==> config.mk <==
export PLATFORM = sky130hd
export DESIGN_NAME = disp_scan_ctrl
export DESIGN_NICKNAME = d
export VERILOG_FILES = /design/src/rtl/disp_scan_ctrl.sv
export SDC_FILE = /design/constraint.sdc
export NUM_CORES = 1
export LEC_CHECK = 0
export ABC_AREA = 1
export BUFFER_PORTS_ARGS = -buffer_cell sky130_fd_sc_hd__clkbuf_2
export CAP_MARGIN = 10
export CORE_UTILIZATION = 44
export CTS_BUF_LIST = sky130_fd_sc_hd__clkbuf_4
export DETAILED_ROUTE_END_ITERATION = 10
export GPL_TIMING_DRIVEN = 0
export PLACE_DENSITY = 0.59
export SYNTH_ARGS = -nofsm -noshare
export SYNTH_HDL_FRONTEND = slang
export SYNTH_SLANG_ARGS = --single-unit
==> constraint.sdc <==
create_clock -name clk -period 1.7 [get_ports clk]
set_input_delay 0.17 -clock clk [delete_from_list [all_inputs] [get_ports clk]]
set_output_delay 0.17 -clock clk [all_outputs]
set_load 0.05 [all_outputs]
==> src/rtl/disp_scan_ctrl.sv <==
// Display front-end: sequential double-dabble binary-to-BCD converter plus
// four-digit time-multiplexed scan producing anode enables and decoder codes.
module disp_scan_ctrl #(
  parameter int REFRESH_DIV = 100000,
  parameter bit LZ_BLANK    = 1'b1
) (
  input  logic        clk,
  input  logic        rst_n,
  input  logic        load,
  input  logic [13:0] value,
  input  logic [1:0]  mode,
  output logic        busy,
  output logic [3:0]  an,
  output logic [3:0]  digit
);

  localparam int unsigned PW      = $clog2(REFRESH_DIV);
  localparam logic [PW-1:0] PS_LAST = PW'(REFRESH_DIV - 1);
  localparam logic [13:0] VAL_MAX = 14'd9999;

  localparam logic S_IDLE = 1'b0;
  localparam logic S_CONV = 1'b1;

  localparam logic [3:0] CODE_A     = 4'd10;
  localparam logic [3:0] CODE_L     = 4'd11;
  localparam logic [3:0] CODE_I     = 4'd12;
  localparam logic [3:0] CODE_F     = 4'd13;
  localparam logic [3:0] CODE_DASH  = 4'd14;
  localparam logic [3:0] CODE_BLANK = 4'd15;

  logic          state_q, state_d;
  logic [13:0]   bin_q, bin_d;
  logic [15:0]   bcd_q, bcd_d;
  logic [3:0]    cnt_q, cnt_d;
  logic [15:0]   disp_q, disp_d;
  logic [PW-1:0] ps_q, ps_d;
  logic [1:0]    idx_q, idx_d;

  logic [15:0]   adj;
  logic [15:0]   bcd_shift;
  logic [3:0]    nib;
  logic [3:0]    lz;
  logic          blank;

  // Converter: add-3 correction on every nibble >= 5, then shift {bcd, bin}.
  always_comb begin
    adj = bcd_q;
    for (int unsigned i = 0; i < 4; i++) begin
      if (bcd_q[4*i +: 4] >= 4'd5) begin
        adj[4*i +: 4] = bcd_q[4*i +: 4] + 4'd3;
      end
    end
    bcd_shift = {adj[14:0], bin_q[13]};

    state_d = state_q;
    bin_d   = bin_q;
    bcd_d   = bcd_q;
    cnt_d   = cnt_q;
    disp_d  = disp_q;

    case (state_q)
      S_IDLE: begin
        if (load) begin
          bin_d   = (value > VAL_MAX) ? VAL_MAX : value;
          bcd_d   = '0;
          cnt_d   = '0;
          state_d = S_CONV;
        end
      end
      default: begin
        bcd_d = bcd_shift;
        bin_d = {bin_q[12:0], 1'b0};
        cnt_d = cnt_q + 4'd1;
        if (cnt_q == 4'd13) begin
          disp_d  = bcd_shift;
          state_d = S_IDLE;
        end
      end
    endcase
  end

  always_comb begin
    ps_d  = ps_q + PW'(1);
    idx_d = idx_q;
    if (ps_q == PS_LAST) begin
      ps_d  = '0;
      idx_d = idx_q + 2'd1;
    end
  end

  always_ff @(posedge clk) begin
    if (!rst_n) begin
      state_q <= S_IDLE;
      bin_q   <= '0;
      bcd_q   <= '0;
      cnt_q   <= '0;
      disp_q  <= '0;
      ps_q    <= '0;
      idx_q   <= '0;
    end else begin
      state_q <= state_d;
      bin_q   <= bin_d;
      bcd_q   <= bcd_d;
      cnt_q   <= cnt_d;
      disp_q  <= disp_d;
      ps_q    <= ps_d;
      idx_q   <= idx_d;
    end
  end

  assign busy = (state_q == S_CONV);

  // lz[i]: nibble i and everything above it are zero; digit 0 is never blanked.
  always_comb begin
    nib   = disp_q[{idx_q, 2'b00} +: 4];
    lz[3] = (disp_q[15:12] == 4'd0);
    lz[2] = lz[3] && (disp_q[11:8] == 4'd0);
    lz[1] = lz[2] && (disp_q[7:4] == 4'd0);
    lz[0] = 1'b0;
    blank = LZ_BLANK && lz[idx_q];

    an    = (mode == 2'd3) ? 4'b1111 : ~(4'b0001 << idx_q);
    digit = CODE_BLANK;
    case (mode)
      2'd0: digit = blank ? CODE_BLANK : nib;
      2'd1: begin
        case (idx_q)
          2'd0:    digit = CODE_L;
          2'd1:    digit = CODE_I;
          2'd2:    digit = CODE_A;
          default: digit = CODE_F;
        endcase
      end
      2'd2:    digit = CODE_DASH;
      default: digit = CODE_BLANK;
    endcase
  end

endmodule

Word-level counts from Yosys, hierarchy flattened
Cells that the tools add are included.
Cells by class
  shifts and indexed selects: 2
  magnitude comparators: 6
  mux-type cells: 20
  $add $sub $neg: 7
  bitwise gates (word level): 2
  reductions and logical operators: 11
  equality and inequality tests: 7
Operator list (number)
  two-way mux 14 bit: 3
  two-way mux 16 bit: 2
  two-way mux 4 bit: 7
  adder 17 x 1 -> 17 bit (second input constant): 1
  equality test 17 bit (second input constant): 1
  greater-or-equal comparator 4 x 3 -> 1 bit (second input constant): 4
  variable part select 16 x 5 -> 4 bit: 1
  greater-than comparator 14 bit (second input constant): 1
  adder 4 x 2 -> 4 bit (second input constant): 3
  logical NOT 4 bit: 3
  one-hot mux 4 bit (3 select lines): 1
  one-hot mux 3 bit (3 select lines): 1
  equality test 2 bit (second input constant): 3
  adder 4 x 1 -> 4 bit (second input constant): 1
  equality test 2 x 1 -> 1 bit (second input constant): 2
  equality test 4 bit (second input constant): 1
  logical NOT 2 bit: 2
  two-way mux 1 bit: 4
  inverter 4 bit: 1
  OR reduction 2 bit: 2
  left shift 1 x 2 -> 4 bit (first input constant): 1
  adder 3 x 2 -> 3 bit (second input constant): 1
  less-than comparator 2 x 3 -> 1 bit (second input constant): 1
  two-way mux 3 bit: 1
  6 further kinds: 7
Word-level totals
  bits of input ports: 19
  bits in registers: 70
  output and inout bits: 9

Longest topological paths before layout
  depth in word-level cells: 7
  mapped depth: 10
  depth with buffers taken out: 10

Least setup slack after synthesis
No wires, ideal clock.
  path type: register to output
  start point: register idx_q[0]
  end point: output port digit[0]
  cell stages (with the launch flop): 6
  buffers on the path: 0
  arrival: 1350 ps
  path slack: 180 ps
  data required time: 1530 ps
  cell sequence: dfxtp_1 > inv_1 > ha_1 > nor2_1 > nor2_1 > nand2_1
Between the ends
  cells in the longest elaborated chain, start to end: 4
  elaborated cells on any way between the ends: 9
RTL lines
  start: declaration: RTL line 37  | logic [1:0] idx_q, idx_d;
  start signal: assignment: RTL line 107  | idx_q <= idx_d;
  parallel branches: the longest is 3 deep, another holds variable part select 16 x 5 -> 4 bit
  one-hot mux 4 bit (3 select lines) (*): RTL line 124  | case (mode)
  end: declaration: RTL line 14  | output logic [3:0] digit
Every way passes the cells marked *. The select of a mux whose other input is x is not followed.

Final worst setup path
Same ends and word-level chain as after synthesis.

==> flow_metrics.tcl <==
set metrics [dict create \
    status "finished with violations" \
    violations "setup timing" \
    timing.max_cap.violations 0 \
    rsz0062_at_grt "true" \
    finalPower_w 0.00352 \
    antenna_found_initial 0 \
    num-fill-cells 816 \
    irDropWorstVdd_mv 0.418 \
    met1_usage_pct 26.5 \
    cts_tree "yes" \
    yosysMostFrequentCell "nand2_1" \
    skew_ps 16.8 \
    overflow 0 \
    crit_type "reg -> out" \
    grt_usage_pct 20.3 \
    die_w_um 94.2 \
    synth_top_cell_by_area "dfxtp_1" \
    met2_usage_pct 32.1 \
    port_buffers 27 \
    vias 3474 \
    cp-start-kind "flop" \
    dieHeight_um 94.2 \
    cts.clk_slew.worst_paths_ps 120 \
    synth-seq-area-share_pct 37.4 \
    vias_per_cell 4.99 \
    synth-edff-count 0 \
    initial_core_util_pct 45.5 \
    cp.arrival_ps 1730 \
    avgSynthCellArea_um2 7.02 \
    postSynthCellCount 533 \
    synth_cell_type_count 38 \
    path_max_fanout 7 \
    final_area_um2 4480 \
    cts_sinks 70 \
    ant_nets 0 \
    clk_latency_ps 430 \
    route.detailed.drc 0 \
    placed_area_um2 4010 \
    worst_slew_pin_slew_ps 567 \
    postRouteWirelength_mm 8.37 \
    areaGrowthSynthToFinish_pct 19.8 \
    ys_warn_count 0 \
    hold_viol_final 0 \
    max_freq_mhz 528 \
    cts_buffer_depth 2 \
    cts-buffers-inserted 9 \
    ioPinCount 28 \
    ys.flop_type "dfxtp_1" \
    drive_above_1_share_pct 16.9 \
    first_pass_iters 4 \
    relSlewSlack_pct 62.2 \
    dp_slack_ps -16.1 \
    diodes 0 \
    fin_crit_sh_pct 112 \
    grt.busiest_layer "met2" \
    cp-end-kind "output port" \
    power.leakage_nw 1.87 \
    synth_commonest_cells "nand2_1 (123), inv_1 (71), dfxtp_1 (70)" \
    fin_crit_ps 1900 \
    syn_area_um2 3740 \
    p_per_area_nw_per_um2 784 \
    drtIter0Drc 114 \
    die_area_um2 8880 \
    async_flop_share_pct 0 \
    place.gp.congestion 0.820 \
    syn_nets 572 \
    fin_tns_setup_ps -750 \
    nets 625 \
    rows 33 \
    min_path_type "in -> reg" \
    cts-htree-levels 3 \
    core_um2 8220 \
    grt_first_pass_wirelength_mm 14.0 \
    crit_required_ps 1530 \
    setup_ws_ps -196 \
    routedWlPerCell_um 12.0 \
    grt_pass1_vias 3123 \
    yosysTopAreaCellShare_pct 37.4 \
    use_met3_pct 4.61 \
    ys_seq_elements 70 \
    synth_area_leaders "dfxtp_1 (37%), nand2_1 (12%), inv_1 (7.1%), a21oi_1 (7.0%), ha_1 (6.7%)" \
    setup-violations-final 4 \
    drv_slew 0 \
    grt_max_degree 13 \
    hpwl_mm 6.12 \
    cts_root_buf "clkbuf_4" \
]
-- registers in the layout, summed over array words and instances, names as in the netlist --
register / flops
busy: 1
disp_q: 16
bcd_q: 16
cnt_q: 4
ps_q: 17
idx_q: 2
bin_q: 14
-- area by class of cell --
cell class / instances / area [µm²] / share of cell area (%)
Sequential cell: 70 / 1410 / 31.4
Buffer: 17 / 118 / 2.62
Tap cell: 105 / 131 / 2.93
Multi-Input combinational cell: 372 / 2000 / 44.7
Timing Repair Buffer: 42 / 333 / 7.42
Clock inverter: 7 / 136 / 3.04
Inverter: 74 / 285 / 6.36
Clock buffer: 9 / 67.6 / 1.51
-- critical path: stages, from the launching register on --
cell        delay, ps
dfxtp_4           390
clkinvlp_4        160
nor2_4            150
nand3_2            80
nand2_2           100
nand2_4            80
nand2_2            80
nand2_2            50
nand2_2            70
buf_8             140
-- metrics by stage --
step	std cells	util, %	hold slack, ps
floorplan	533	-	279
global placement	665	48.8	421
finish	696	54.6	41.9
global route	696	54.6	45.4
detailed placement	665	48.8	422
CTS	689	52.9	26.0
-- path summary, 6_finish.rpt --
check	slack, ps	cells past startpoint	start	endpoint
worst max-delay path	-200	9	idx_q[0]	digit[0]
worst max register to register	170	9	ps_q[0]	ps_q[7]
worst min register to register	450	1	ps_q[0]	ps_q[0]
worst min-delay path	40	5	value[3]	bin_q[3]
-- placed cells by master (no fill, tap or decap), types with 5 or more instances in the layout --
master         instances
nand2_1              110
inv_1                 69
dfxtp_1               68
a21oi_1               52
nor2_1                43
nand3_1               39
o21ai_0               31
clkbuf_2              19
ha_1                  18
nand2_2               14
a22oi_1               11
buf_4                 10
nand4_1                9
buf_6                  9
clkbuf_4               9
dlygate4sd3_1          8
nor3_1                 7
xor2_1                 5
-- layer usage --
metal	up-vias	wire length (µm)	share of wire, %
li1	1842	-	-
met1	1562	4140	50
met2	60	3870	46
met3	10	245	2.9
met4	0	104	1.2
met5	-	0	0
-- logic make-up after synthesis --
group	count (synthesis)	share of synthesized area, %
buffers and inverters	91	10.5
adders and majority gates	20	6.69
and+or+nand+nor	242	29.0
DFF	70	37.4
AOI/OAI and AO/OA	105	15.2
xor gates and xnor gates	5	1.17
-- where the power goes --
part	internal (W)	switching (W)	leakage [nW]	total [W]
Sequential	0.00167	0.0000179	0.569	0.00169
Combinational	0.000127	0.000196	1.20	0.000323
Clock	0.000885	0.000622	0.104	0.00151
-- what timing repair did --
action,in CTS,in global routing
setup buffers,0,7
pin swaps,0,3
endpoints found under the setup margin,7,12
endpoints found under the hold margin,7,0
resized for setup,15,41
hold buffers,8,0
(Power assumes the default switching activity.)
